$ cat src/rtl/rsa_job_scheduler_pkg.sv
// Shared types and constants for the RSA job scheduler.
package rsa_job_scheduler_pkg;

    typedef enum logic [2:0] {
        ST_IDLE,
        ST_CHECK,
        ST_ISSUE,
        ST_WAIT,
        ST_RESP
    } state_e;

    localparam logic [1:0] RSA_OK      = 2'd0;
    localparam logic [1:0] RSA_ERR_MOD = 2'd1;
    localparam logic [1:0] RSA_ERR_TO  = 2'd2;

endpackage

$ cat src/rtl/rsa_job_scheduler_if.sv
// Requester-side request/response bus of the RSA job scheduler.
interface rsa_job_scheduler_if #(
    parameter int unsigned WIDTH   = 12,
    parameter int unsigned NUM_REQ = 2
);
    logic [NUM_REQ-1:0]       req_valid;
    logic [NUM_REQ-1:0]       req_ready;
    logic [NUM_REQ*WIDTH-1:0] req_base;
    logic [NUM_REQ*WIDTH-1:0] req_exp;
    logic [NUM_REQ*WIDTH-1:0] req_mod;
    logic [NUM_REQ-1:0]       rsp_valid;
    logic [NUM_REQ-1:0]       rsp_ready;
    logic [WIDTH-1:0]         rsp_data;
    logic [1:0]               rsp_err;

    // Requester side
    modport master (
        output req_valid, req_base, req_exp, req_mod, rsp_ready,
        input  req_ready, rsp_valid, rsp_data, rsp_err
    );

    // Scheduler side
    modport slave (
        input  req_valid, req_base, req_exp, req_mod, rsp_ready,
        output req_ready, rsp_valid, rsp_data, rsp_err
    );
endinterface

$ cat src/rtl/rsa_job_scheduler_rr_arbiter.sv
// Round-robin arbiter: searches from (pointer+1) mod N, pointer moves to the winner on advance.
module rsa_rr_arbiter
    import rsa_job_scheduler_pkg::*;
#(
    parameter int unsigned N = 2
) (
    input  logic                 clk,
    input  logic                 rst_n,
    input  logic [N-1:0]         req_i,
    input  logic                 adv_i,
    output logic [N-1:0]         gnt_o_c,
    output logic [$clog2(N)-1:0] idx_o_c
);
    localparam int unsigned IW = $clog2(N);

    logic [IW-1:0] ptr_q, ptr_d;
    logic [IW-1:0] cand;

    // Farthest candidate first so the nearest requester after the pointer wins last
    always_comb begin
        idx_o_c = '0;
        cand    = '0;
        gnt_o_c = '0;
        for (int k = int'(N); k >= 1; k--) begin
            cand = IW'((int'(ptr_q) + k) % int'(N));
            if (req_i[cand]) begin
                idx_o_c = cand;
            end
        end
        if (|req_i) begin
            gnt_o_c[idx_o_c] = 1'b1;
        end
    end

    // Pointer next state
    always_comb begin
        ptr_d = ptr_q;
        if (adv_i) begin
            ptr_d = idx_o_c;
        end
    end

    // Pointer register; resets to N-1 so requester 0 wins first
    always_ff @(posedge clk or negedge rst_n) begin
        if (!rst_n) begin
            ptr_q <= IW'(N - 1);
        end else begin
            ptr_q <= ptr_d;
        end
    end
endmodule

$ cat src/rtl/rsa_job_scheduler.sv
// Shares one modular-exponentiation engine among NUM_REQ requesters with operand check and watchdog.
module rsa_job_scheduler
    import rsa_job_scheduler_pkg::*;
#(
    parameter int unsigned WIDTH   = 12,
    parameter int unsigned NUM_REQ = 2,
    parameter int unsigned TIMEOUT = 65535,
    parameter int unsigned CW      = $clog2(TIMEOUT + 1)
) (
    input  logic                  clk,
    input  logic                  rst_n,
    rsa_job_scheduler_if.slave    bus,
    output logic                  rsa_start,
    output logic [WIDTH-1:0]      rsa_base,
    output logic [WIDTH-1:0]      rsa_exp,
    output logic [WIDTH-1:0]      rsa_mod,
    input  logic [WIDTH-1:0]      rsa_result,
    input  logic                  rsa_done,
    output logic                  busy
);
    localparam int unsigned IW = $clog2(NUM_REQ);

    state_e               state_q, state_d;
    logic [IW-1:0]        owner_q, owner_d;
    logic [WIDTH-1:0]     base_q, base_d, exp_q, exp_d, mod_q, mod_d;
    logic [CW-1:0]        wdog_q, wdog_d;
    logic [WIDTH-1:0]     data_q, data_d;
    logic [1:0]           err_q, err_d;
    logic [NUM_REQ-1:0]   valid_q, valid_d;
    logic                 start_q, start_d;
    logic                 busy_q, busy_d;

    logic [NUM_REQ-1:0]   gnt_c;
    logic [IW-1:0]        gidx_c;
    logic                 adv_c;
    logic [NUM_REQ-1:0]   req_ready_c;
    logic [WIDTH-1:0]     base_sel_c, exp_sel_c, mod_sel_c;

    rsa_rr_arbiter #(.N(NUM_REQ)) u_arb (
        .clk     (clk),
        .rst_n   (rst_n),
        .req_i   (bus.req_valid),
        .adv_i   (adv_c),
        .gnt_o_c (gnt_c),
        .idx_o_c (gidx_c)
    );

    // Operand mux from the granted requester's slice
    always_comb begin
        base_sel_c = '0;
        exp_sel_c  = '0;
        mod_sel_c  = '0;
        for (int i = 0; i < int'(NUM_REQ); i++) begin
            if (gnt_c[i]) begin
                base_sel_c = bus.req_base[i*WIDTH +: WIDTH];
                exp_sel_c  = bus.req_exp[i*WIDTH +: WIDTH];
                mod_sel_c  = bus.req_mod[i*WIDTH +: WIDTH];
            end
        end
    end

    // Job sequencing: next state and registered outputs
    always_comb begin
        state_d     = state_q;
        owner_d     = owner_q;
        base_d      = base_q;
        exp_d       = exp_q;
        mod_d       = mod_q;
        wdog_d      = wdog_q;
        data_d      = data_q;
        err_d       = err_q;
        valid_d     = valid_q;
        start_d     = 1'b0;
        adv_c       = 1'b0;
        req_ready_c = '0;
        case (state_q)
            ST_IDLE: begin
                req_ready_c = gnt_c;
                if (|bus.req_valid) begin
                    adv_c   = 1'b1;
                    owner_d = gidx_c;
                    base_d  = base_sel_c;
                    exp_d   = exp_sel_c;
                    mod_d   = mod_sel_c;
                    state_d = ST_CHECK;
                end
            end
            ST_CHECK: begin
                if (mod_q < WIDTH'(2)) begin
                    data_d          = '0;
                    err_d           = RSA_ERR_MOD;
                    valid_d         = '0;
                    valid_d[owner_q] = 1'b1;
                    state_d         = ST_RESP;
                end else if (!rsa_done) begin
                    start_d = 1'b1;
                    state_d = ST_ISSUE;
                end
            end
            ST_ISSUE: begin
                wdog_d  = '0;
                state_d = ST_WAIT;
            end
            ST_WAIT: begin
                wdog_d = wdog_q + CW'(1);
                if (rsa_done) begin
                    data_d           = rsa_result;
                    err_d            = RSA_OK;
                    valid_d          = '0;
                    valid_d[owner_q] = 1'b1;
                    state_d          = ST_RESP;
                end else if (wdog_d == CW'(TIMEOUT)) begin
                    data_d           = '0;
                    err_d            = RSA_ERR_TO;
                    valid_d          = '0;
                    valid_d[owner_q] = 1'b1;
                    state_d          = ST_RESP;
                end
            end
            ST_RESP: begin
                if (|(bus.rsp_ready & valid_q)) begin
                    valid_d = '0;
                    state_d = ST_IDLE;
                end
            end
            default: state_d = ST_IDLE;
        endcase
        busy_d = (state_d != ST_IDLE);
    end

    // State and datapath registers; reset abandons any job in flight
    always_ff @(posedge clk or negedge rst_n) begin
        if (!rst_n) begin
            state_q <= ST_IDLE;
            owner_q <= '0;
            base_q  <= '0;
            exp_q   <= '0;
            mod_q   <= '0;
            wdog_q  <= '0;
            data_q  <= '0;
            err_q   <= RSA_OK;
            valid_q <= '0;
            start_q <= 1'b0;
            busy_q  <= 1'b0;
        end else begin
            state_q <= state_d;
            owner_q <= owner_d;
            base_q  <= base_d;
            exp_q   <= exp_d;
            mod_q   <= mod_d;
            wdog_q  <= wdog_d;
            data_q  <= data_d;
            err_q   <= err_d;
            valid_q <= valid_d;
            start_q <= start_d;
            busy_q  <= busy_d;
        end
    end

    assign bus.req_ready = req_ready_c;
    assign bus.rsp_valid = valid_q;
    assign bus.rsp_data  = data_q;
    assign bus.rsp_err   = err_q;
    assign rsa_start     = start_q;
    assign rsa_base      = base_q;
    assign rsa_exp       = exp_q;
    assign rsa_mod       = mod_q;
    assign busy          = busy_q;
endmodule

$ cat src/flat_wrapper.sv
// flat-port wrapper written by rule: the top's interface ports become plain ports
module rsa_job_scheduler_flat import rsa_job_scheduler_pkg::*;
#(
    parameter int unsigned WIDTH   = 12,
    parameter int unsigned NUM_REQ = 2,
    parameter int unsigned TIMEOUT = 65535,
    parameter int unsigned CW      = $clog2(TIMEOUT + 1)
)
  (clk, rst_n, rsa_start, rsa_base, rsa_exp, rsa_mod, rsa_result, rsa_done, busy, bus_req_valid, bus_req_base, bus_req_exp, bus_req_mod, bus_rsp_ready, bus_req_ready, bus_rsp_valid, bus_rsp_data, bus_rsp_err);
  rsa_job_scheduler_if #(.WIDTH(WIDTH), .NUM_REQ(NUM_REQ)) bus_i ();
  input  logic clk;
  input  logic rst_n;
  output logic rsa_start;
  output logic [WIDTH-1:0] rsa_base;
  output logic [WIDTH-1:0] rsa_exp;
  output logic [WIDTH-1:0] rsa_mod;
  input  logic [WIDTH-1:0] rsa_result;
  input  logic rsa_done;
  output logic busy;
  input wire logic [$bits(bus_i.req_valid)-1:0] bus_req_valid;
  input wire logic [$bits(bus_i.req_base)-1:0] bus_req_base;
  input wire logic [$bits(bus_i.req_exp)-1:0] bus_req_exp;
  input wire logic [$bits(bus_i.req_mod)-1:0] bus_req_mod;
  input wire logic [$bits(bus_i.rsp_ready)-1:0] bus_rsp_ready;
  output wire logic [$bits(bus_i.req_ready)-1:0] bus_req_ready;
  output wire logic [$bits(bus_i.rsp_valid)-1:0] bus_rsp_valid;
  output wire logic [$bits(bus_i.rsp_data)-1:0] bus_rsp_data;
  output wire logic [$bits(bus_i.rsp_err)-1:0] bus_rsp_err;
  assign bus_i.req_valid = bus_req_valid;
  assign bus_i.req_base = bus_req_base;
  assign bus_i.req_exp = bus_req_exp;
  assign bus_i.req_mod = bus_req_mod;
  assign bus_i.rsp_ready = bus_rsp_ready;
  assign bus_req_ready = bus_i.req_ready;
  assign bus_rsp_valid = bus_i.rsp_valid;
  assign bus_rsp_data = bus_i.rsp_data;
  assign bus_rsp_err = bus_i.rsp_err;
  rsa_job_scheduler #(.WIDTH(WIDTH), .NUM_REQ(NUM_REQ), .TIMEOUT(TIMEOUT), .CW(CW)) u_core (.clk(clk), .rst_n(rst_n), .bus(bus_i), .rsa_start(rsa_start), .rsa_base(rsa_base), .rsa_exp(rsa_exp), .rsa_mod(rsa_mod), .rsa_result(rsa_result), .rsa_done(rsa_done), .busy(busy));
endmodule
$ cat config.mk
export PLATFORM = sky130hd
export DESIGN_NAME = rsa_job_scheduler_flat
export DESIGN_NICKNAME = d
export VERILOG_FILES = /design/src/rtl/rsa_job_scheduler_pkg.sv /design/src/rtl/rsa_job_scheduler_if.sv /design/src/rtl/rsa_job_scheduler_rr_arbiter.sv /design/src/rtl/rsa_job_scheduler.sv /design/src/flat_wrapper.sv
export SDC_FILE = /design/constraint.sdc
export NUM_CORES = 1
export LEC_CHECK = 0
export BUFFER_PORTS_ARGS = -buffer_cell sky130_fd_sc_hd__buf_2
export CAP_MARGIN = 20
export CORE_MARGIN = 5
export CORE_UTILIZATION = 52
export DETAILED_ROUTE_END_ITERATION = 7
export GPL_ROUTABILITY_DRIVEN = 0
export PLACE_DENSITY = 0.87
export RECOVER_POWER = 100
export SLEW_MARGIN = 0
export SYNTH_ARGS = -nofsm -noshare
export SYNTH_HDL_FRONTEND = slang
export SYNTH_SLANG_ARGS = --single-unit
$ cat constraint.sdc
create_clock -name clk -period 6.47 [get_ports clk]
set_clock_uncertainty 0.05 [all_clocks]
set_input_delay 1.294 -clock clk [delete_from_list [all_inputs] [get_ports clk]]
set_output_delay 1.294 -clock clk [all_outputs]
set_load 0.02 [all_outputs]
# Word-level counts from Yosys, hierarchy flattened
# Cells that the tools add are included.
word_totals:
  regBits: 75
  latch_bits: 0
  ram_bits: 0
  romBits: 0
  output_inout_bits: 56
  memories: 0
classes:
  add_sub_neg: 3
  mul: 0
  n_div: 0
  order_cmp: 7
  eq_ne: 8
  shift: 0
  n_mux: 44
  n_bitwise: 1
  n_reduce_logical: 12
op_table:
  columns: ["op", "count"]
  rows:
  - ["$mux W12", 9]
  - ["$pmux W16 S2", 1]
  - ["$pmux W12 S2", 1]
  - ["$mux W2", 9]
  - ["$mux W3", 6]
  - ["$add A16 B1 Y16 const B", 1]
  - ["$eq A16 B16 Y1 const B", 1]
  - ["$pmux W3 S5", 1]
  - ["$mux W1", 13]
  - ["$lt A12 B2 Y1 const B", 1]
  - ["$lt A1 B2 Y1 const B", 4]
  - ["$eq A3 B2 Y1 const B", 2]
  - ["$pmux W2 S3", 1]
  - ["$reduce_bool A3 Y1", 2]
  - ["$ne A2 B1 Y1 const B", 2]
  - ["$pmux W2 S2", 1]
  - ["$reduce_and A4 Y1", 1]
  - ["$reduce_bool A2 Y1", 2]
  - ["$reduce_or A2 Y1", 2]
  - ["$eq A3 B1 Y1 const B", 1]
  - ["$eq A3 B3 Y1 const B", 1]
  - ["$logic_not A3 Y1", 1]
  - ["$ne A3 B2 Y1 const B", 1]
  - ["$reduce_and A3 Y1", 1]
  - ["other kinds (6)", 10]

# Depth between registers and ports, before layout
# Gate-level depths: netlist (run 1).
depth:
  ltp_word: 12
  mapped_depth: 9

# Cells and area by module
# Synthesis (run 1) repeated with hierarchy kept, for this count alone.
hier_totals:
  hier_cells: 372
  hier_area_um2: 3644.7
modules_own_cells:
  columns: ["mod", "n_inst", "cells_each", "area_per_inst_um2", "seq_area_each_um2"]
  rows:
  - ["rsa_job_scheduler", 1, 366, 3573.4, 1851.8]
  - ["rsa_rr_arbiter", 1, 6, 71.3, 26.3]

# Least setup slack after synthesis (run 1)
# OpenSTA, ideal clock, no wires.
synth_path:
  kind: "input -> output"
  from: "input bus_req_valid[1]"
  to: "output bus_req_ready[0]"
  arrival_ns: 2.278
  slack_ns: 2.848
  path_stages: 4
  n_path_buf: 2
  path_cell_list: "a21boi_0 -> clkbuf_1 -> clkbuf_1 -> nor2_1"
synth_via:
  elab_chain_cells: 10
  word_cells_on_any_way: 14
  classes_between: "2 x order compare; 10 x mux; 2 x reduce/logical"
synth_lines:
  columns: ["element", "line", "text"]
  rows:
  - ["start, declared", "flat_wrapper.sv:20", "input wire logic [$bits(bus_i.req_valid)-1:0] bus_req_valid;"]
  - ["$mux W1 (implied by the code) (2 in a row)", "rsa_job_scheduler_rr_arbiter.sv:26", "if (req_i[cand]) begin"]
  - ["$mux W1 (2 in a row)", "rsa_job_scheduler_rr_arbiter.sv:26", null]
  - ["$lt A1 B2 Y1 (implied by the code) or $ge A1 B1 Y1 (tied branches)", "rsa_job_scheduler_rr_arbiter.sv:31", "gnt_o_c[idx_o_c] = 1'b1;"]
  - ["$logic_and A1 B1 Y1 (implied by the code)", "rsa_job_scheduler_rr_arbiter.sv:31", null]
  - ["$mux W1 (implied by the code)", "rsa_job_scheduler_rr_arbiter.sv:31", null]
  - ["$demux W1 S1", "rsa_job_scheduler_rr_arbiter.sv:31", null]
  - ["$mux W2 (*)", "rsa_job_scheduler_rr_arbiter.sv:30", "if (|req_i) begin"]
  - ["$mux W2 (*)", "rsa_job_scheduler.sv:76", "case (state_q)"]
  - ["end, declared", "flat_wrapper.sv:25", "output wire logic [$bits(bus_i.req_ready)-1:0] bus_req_ready;"]
# Every way passes the cells marked *; elsewhere a longest branch is shown, timed or not. The select of a mux whose other input is x is not followed.

# Final worst setup path (run 1)
# Ends and elaborated chain as after synthesis.

==> results of run 1 <==
## cells in the mapped netlist (all sizes together) (6+ instances only)
library cell	instances	area (µm²)
a22o	14	122.6
dfrtp	74	1852
clkbuf	21	80.07
nand3	8	40.04
nor4	7	50.05
o31ai	10	75.07
o21ai	53	265.3
a22oi	36	270.3
nand2	69	259.0
buf	7	72.56
nand4	6	37.54
## final cells by class
cell class | instances | area [µm²] | share of cell area
clock buffers | 11 | 131.4 | 0.02990
flip-flops and latches | 75 | 1878 | 0.4274
clock inverters | 5 | 30.03 | 0.006834
inverters | 5 | 18.77 | 0.004271
well taps | 96 | 120.1 | 0.02733
repair buffers | 149 | 678.2 | 0.1543
multi-input cells | 261 | 1538 | 0.3499
## layer usage
metal / share of wire / GRT usage / routed length, µm
met5: 0 / 0 / 0
met4: 0.018 / 0.07814 / 165
met3: 0.080 / 0.05551 / 730
met2: 0.47 / 0.3365 / 4269
met1: 0.43 / 0.2898 / 3962
## cell families after synthesis
kind of cell             count (synthesis)  share of synthesized area
flip-flops                              75                     0.5199
AO/OA/AOI/OAI                          135                     0.2511
AND/OR/NAND/NOR                        118                     0.1583
multiplexers                             4                    0.01143
XOR/XNOR                                 2                   0.004850
buffers and inverters                   33                    0.04745
adder cells (fa/ha/maj)                  2                   0.006926
## metrics by stage
step                      cell area, µm²  setup WS, ns
after floorplan                     3612         2.848
after global placement              4354         2.653
after detailed placement            4354         2.615
after CTS                           4516         2.615
after global routing                4394         1.326
final                               4394         1.570
## worst paths after layout
path | slack (ns) | startpoint | depth (start not counted) | to
max | 1.57 | bus_req_valid[1] | 5 | bus_req_ready[0]
min | 0.44 | u_core.rsa_base[1]$_DFFE_PN0P_ | 2 | u_core.rsa_base[1]$_DFFE_PN0P_
max reg2reg | 2.45 | u_core.state_q[0]$_DFF_PN0_ | 6 | u_core.busy$_DFF_PN0_
min reg2reg | 0.44 | u_core.rsa_base[1]$_DFFE_PN0P_ | 2 | u_core.rsa_base[1]$_DFFE_PN0P_
max in group asynchronous | 4.75 | rst_n | 1 | u_core.wdog_q[2]$_DFFE_PN0P_
min in group asynchronous | 1.03 | rst_n | 1 | u_core.bus.rsp_data[1]$_DFFE_PN0P_
## power by group through the flow
stage / Clock, mW / Sequential, mW / Combinational (mW)
2_1_floorplan: 0 / 0.912 / 0.429
3_3_place_gp: 0 / 0.763 / 0.831
3_5_place_dp: 0 / 0.765 / 0.866
4_1_cts: 0.310 / 0.762 / 0.863
5_1_grt: 0.327 / 0.790 / 0.897
6_report: 0.305 / 0.766 / 0.807
## state kept, by name (all words and copies together), names as in the netlist
signal / flops
u_core.wdog_q: 16
u_core.bus.rsp_data: 12
u_core.rsa_base: 12
u_core.rsa_exp: 12
u_core.rsa_mod: 12
u_core.state_q: 3
u_core.bus.rsp_err: 2
u_core.bus.rsp_valid: 2
u_core.busy: 1
u_core.owner_q: 1
u_core.rsa_start: 1
u_core.u_arb.ptr_q: 1
## critical path, delay by kind of cell
family          cells  cell delay (ns)
compound gates      1             1.05
buf+inv             3             1.13
simple gates        1             0.08
==> metrics, run 1 <==
setup TNS=0 ns; post-CTS resize count=0; share of layout cells above drive strength 1=0.2273; CTS Buf Count=9; Vert. Die Dim=93.35 µm; commonest non-fill, non-tap cell in the layout=buf_2; Pre-antenna DRT Iters=4; CP Cell Sequence=buf_2 -> a21boi_0 -> clkbuf_1 -> nor2_1 -> buf_2; Mapped Cells=369; fin crit period=4.900 ns; H-tree depth=3; Port-buffer cells=146; wire length per cell=15.16 µm; Ys Warns=0; Hold WS=0.4425 ns; FP Rows=30; failing checks=max-capacitance violations, max-slew violations; net switching power=0.8429 mW; sw frac=0.4489; CTS tree=done; Global Route Usage Sum=0.2153; Die Area=0.008713 mm²; f_max=204.1 MHz; clock slew at the register clock pins of the worst setup and hold paths=0.07 ns; Starting Density=0.5317; initial antenna violation count=0; CP required=5.13 ns; crit start category=input pin; Crit. End Element=primary output; DRC viols=0; crit path kind=in2out; largest net degree at the start of global routing=76; Clock Latency Late Sink=0.34 ns; first-pass GRT wire length=14870 µm; hold crit path type=reg2reg; most frequent cells in the layout=89 x buf_2, 74 x dfrtp_1, 69 x nand2_1, 60 x clkbuf_1, 53 x o21ai_0; initial detailed-routing violation count=192; Synth Register Bits=75; CTS Hold Buffers Added=0; DR vias/cell=5.402; number of synthesized flops with an enable pin=0; slew of the pin with the lowest slew margin=2.525 ns; Fin. Hold Viols=0; Die X=93.35 µm; ANT cells=0; Final period util=0.7573; power share of the combinational group=0.430; Sequential Power Share=0.408; drt total wl=9127 µm; Synth async-reset ratio=1.000; # Max-Cap Violations=2; VDD IR max=0.2934 mV; fin cells=602; vias in the first global route=3125; fin nets=594; Sink Count=75; slowest CP cell=a21boi_0; internal power=1.035 mW; global route overflow=0; post-synth cell types=54; Worst Path Arrival=3.56 ns; Clk network pwr share=0.162; Mapped Area=0.003612 mm²; routed vias=3252; RSZ-0062 raised after global routing=false; Synth Net Count=462; power density over cell area=427.3 mW/mm²; Slew Viols, Final=93; Leak=2.034 nW; Slew HR=-0.6836; final setup vio count=0; sequential fraction of the synthesis area=0.5199; post-route ant nets=0; crit-path max cell delay=1.05 ns; Primary FF master, synth=dfrtp_1; Avg Cell Area, Syn=9.789 µm²; DP HPWL=6832 µm; Setup Buffers After CTS=0; fill count=573; Crit Path Max Fanout=26; CP most frequent cell=buf_2; Core Area=0.006794 mm²; Design Power=1.878 mW; status=complete, but fails checks; Final Util=0.6468; Synth-to-Final Area Change=21.65%; placed insts=586; CTS root buf=clkbuf_8; Clock Path Buffers=2; IO Count=147
Power figures use the tool's default switching activity.
==> run 2, diff against run 1 <==
--- a/config.mk
+++ b/config.mk
@@ -8,10 +8,10 @@
 export BUFFER_PORTS_ARGS = -buffer_cell sky130_fd_sc_hd__buf_2
 export CAP_MARGIN = 20
 export CORE_MARGIN = 5
-export CORE_UTILIZATION = 52
+export CORE_UTILIZATION = 48
 export DETAILED_ROUTE_END_ITERATION = 7
 export GPL_ROUTABILITY_DRIVEN = 0
-export PLACE_DENSITY = 0.87
+export PLACE_DENSITY = 0.82
 export RECOVER_POWER = 100
 export SLEW_MARGIN = 0
 export SYNTH_ARGS = -nofsm -noshare
==> constraint.sdc (replaced) <==
create_clock -name clk -period 5.1 [get_ports clk]
set_clock_uncertainty 0.05 [all_clocks]
set_input_delay 1.02 -clock clk [delete_from_list [all_inputs] [get_ports clk]]
set_output_delay 1.02 -clock clk [all_outputs]
set_load 0.02 [all_outputs]
==> run 2 against run 1 <==
Compared with the run above:
- the run still ends with max-capacitance violations, max-slew violations left
- routed wire length rose by 3.4%
- setup slack got worse by 0.46 ns
- sequential cell count did not move
- combinational power rose by 28%
- cell count rose by 0.50%
- register-to-register slack worse by 0.99 ns
- global-route usage down 1.3 points
- sequential power up 27%
- core utilization decreased by 3.6 points
- sequential share of layout area decreased by 0.58 points
- critical path depth did not move
==> metrics, run 2 (synthesis gave the netlist of run 1 again) <==
Sequential Power Share=0.398 (was 0.408); DR vias/cell=5.612 (was 5.402); R2R Path Start=u_core.wdog_q[0]$_DFFE_PN0P_ (was u_core.state_q[0]$_DFF_PN0_); initial detailed-routing violation count=151 (was 192); FF-to-FF End=u_core.busy$_DFF_PN0_ (unchanged); post-route ant nets=0 (unchanged); commonest non-fill, non-tap cell in the layout=buf_2 (unchanged); Die X=96.75 µm (was 93.35 µm); max reg flops=16 (unchanged); Clock Latency Late Sink=0.34 ns (about the same); Slew HR=-0.2506 (was -0.6836); routed vias=3395 (was 3252); Setup Buffers After CTS=0 (unchanged); DP HPWL=7095 µm (was 6832 µm); Crit. End Element=primary output (unchanged); Crit Path Max Fanout=24 (was 26); Clk network pwr share=0.180 (was 0.162); most frequent cells in the layout=89 x buf_2, 74 x dfrtp_1, 69 x nand2_1, 58 x clkbuf_1, 52 x o21ai_0 (was 89 x buf_2, 74 x dfrtp_1, 69 x nand2_1, 60 x clkbuf_1, 53 x o21ai_0); Synth-to-Final Area Change=23.31% (was 21.65%); Fin. Hold Viols=0 (unchanged); Pre-antenna DRT Iters=5 (was 4); status=complete, but fails checks (unchanged); share of layout cells above drive strength 1=0.2372 (was 0.2273); placed insts=589 (was 586); slowest CP cell=clkbuf_1 (was a21boi_0); Port-buffer cells=146 (unchanged); H-tree depth=3 (unchanged); global route overflow=0 (unchanged); failing checks=max-capacitance violations, max-slew violations (unchanged); R2R Setup Slk=1.46 ns (was 2.45 ns); CTS Buf Count=9 (unchanged); crit path kind=in2out (unchanged); fin crit period=3.992 ns; CP required=4.03 ns (was 5.13 ns); post-CTS resize count=0 (unchanged); CTS root buf=clkbuf_8 (unchanged); power share of the combinational group=0.422 (was 0.430); first-pass GRT wire length=15890 µm (was 14870 µm); VDD IR max=0.4966 mV (was 0.2934 mV); reg2reg path depth=7 (was 6); Die Area=0.009361 mm² (was 0.008713 mm²); Biggest register=u_core.wdog_q (unchanged); power density over cell area=548.7 mW/mm² (was 427.3 mW/mm²); Global Route Usage Sum=0.2026 (was 0.2153); fill count=666 (was 573); Design Power=2.444 mW (was 1.878 mW); Worst Path Arrival=2.92 ns (was 3.56 ns); sw frac=0.4410 (was 0.4489); fin cells=605 (was 602); Final Util=0.6108 (was 0.6468); vias in the first global route=3431 (was 3125); fin nets=594 (unchanged); largest net degree at the start of global routing=77 (was 76); slew of the pin with the lowest slew margin=1.859 ns (was 2.525 ns); # Max-Cap Violations=2 (unchanged); Slew Viols, Final=93 (unchanged); ANT cells=0 (unchanged); RSZ-0062 raised after global routing=false (unchanged); beginning of the critical path=bus_req_valid[1] (unchanged); DRC viols=0 (unchanged); FP Rows=31 (was 30); crit start category=input pin (unchanged); Leak=2.055 nW (was 2.034 nW); CP Cell Sequence=clkbuf_1 -> a21boi_2 -> clkbuf_1 -> nor2_1 -> clkbuf_1 (was buf_2 -> a21boi_0 -> clkbuf_1 -> nor2_1 -> buf_2); crit-path max cell delay=0.79 ns (was 1.05 ns); wire length per cell=15.60 µm (was 15.16 µm); Core Area=0.007292 mm² (was 0.006794 mm²); drt total wl=9438 µm (was 9127 µm); net switching power=1.078 mW (was 0.8429 mW); clock slew at the register clock pins of the worst setup and hold paths=0.07 ns (about the same); CTS tree=done (unchanged); Sink Count=75 (unchanged); Final period util=0.7828; CP endpoint=bus_req_ready[0] (unchanged); hold crit path type=reg2reg (unchanged); Vert. Die Dim=96.75 µm (was 93.35 µm); final setup vio count=0 (unchanged); CTS Hold Buffers Added=0 (unchanged); initial antenna violation count=0 (unchanged); CP most frequent cell=clkbuf_1 (was buf_2); Clock Path Buffers=2 (unchanged); setup TNS=0 ns (unchanged); Starting Density=0.4954 (was 0.5317); internal power=1.366 mW (was 1.035 mW); IO Count=147 (unchanged); f_max=250.5 MHz
==> run 2: area by class of cell <==
| cell class | instances | area [µm²] | area share |
|---|---|---|---|
| clock buffers | 10 | 127.6 | 0.02865 |
| repair buffers | 149 | 679.4 | 0.1525 |
| well taps | 99 | 123.9 | 0.02781 |
| inverters | 5 | 18.77 | 0.004213 |
| multi-input cells | 261 | 1562 | 0.3506 |
| flip-flops and latches | 75 | 1878 | 0.4216 |
| clock inverters | 6 | 65.06 | 0.01461 |
==> run 2: worst min path at each step <==
stage | from | endpoint | slack, ns | cells after the start
final | u_core.rsa_exp[4]$_DFFE_PN0P_ | u_core.rsa_exp[4]$_DFFE_PN0P_ | 0.43 | 2
after global routing | u_core.rsa_exp[3]$_DFFE_PN0P_ | u_core.rsa_exp[3]$_DFFE_PN0P_ | 0.47 | 2
after CTS | u_core.rsa_exp[4]$_DFFE_PN0P_ | u_core.rsa_exp[4]$_DFFE_PN0P_ | 0.44 | 2
after detailed placement | u_core.rsa_exp[4]$_DFFE_PN0P_ | u_core.rsa_exp[4]$_DFFE_PN0P_ | 0.42 | 2
after global placement | u_core.rsa_base[5]$_DFFE_PN0P_ | u_core.rsa_base[5]$_DFFE_PN0P_ | 0.41 | 2
after floorplan | u_core.wdog_q[15]$_DFFE_PN0P_ | u_core.wdog_q[15]$_DFFE_PN0P_ | 0.39 | 1
==> run 2: per-layer routing <==
metal	vias up	part of all wire	GRT usage	routed length [µm]
li1	1617	-	-	-
met1	1591	0.41	0.2537	3868
met2	168	0.49	0.3360	4641
met3	19	0.078	0.05612	740
met4	0	0.020	0.07235	187
met5	-	0	0	0
==> run 2: power by group through the flow <==
stage / Sequential [mW] / Clock (mW) / Combinational (mW)
after CTS: 0.968 / 0.454 / 1.09
after global routing: 1.01 / 0.479 / 1.15
final: 0.974 / 0.440 / 1.03
after detailed placement: 0.974 / 0 / 1.09
after floorplan: 1.16 / 0 / 0.545
after global placement: 0.970 / 0 / 1.06
==> run 2: metrics by stage <==
step,area [µm²],hold slack (ns),setup WS (ns)
floorplan,3612,0.3950,2.026
global placement,4358,0.4088,1.761
detailed placement,4358,0.4185,1.688
CTS,4551,0.4355,1.687
global route,4454,0.4683,0.9580
finish,4454,0.4334,1.108
==> run 2: critical path: cells and delay by family <==
family	cells	cell delay, ns
buffers and inverters	3	1.20
and+or+nand+nor	1	0.08
AOI/OAI and AO/OA	1	0.61
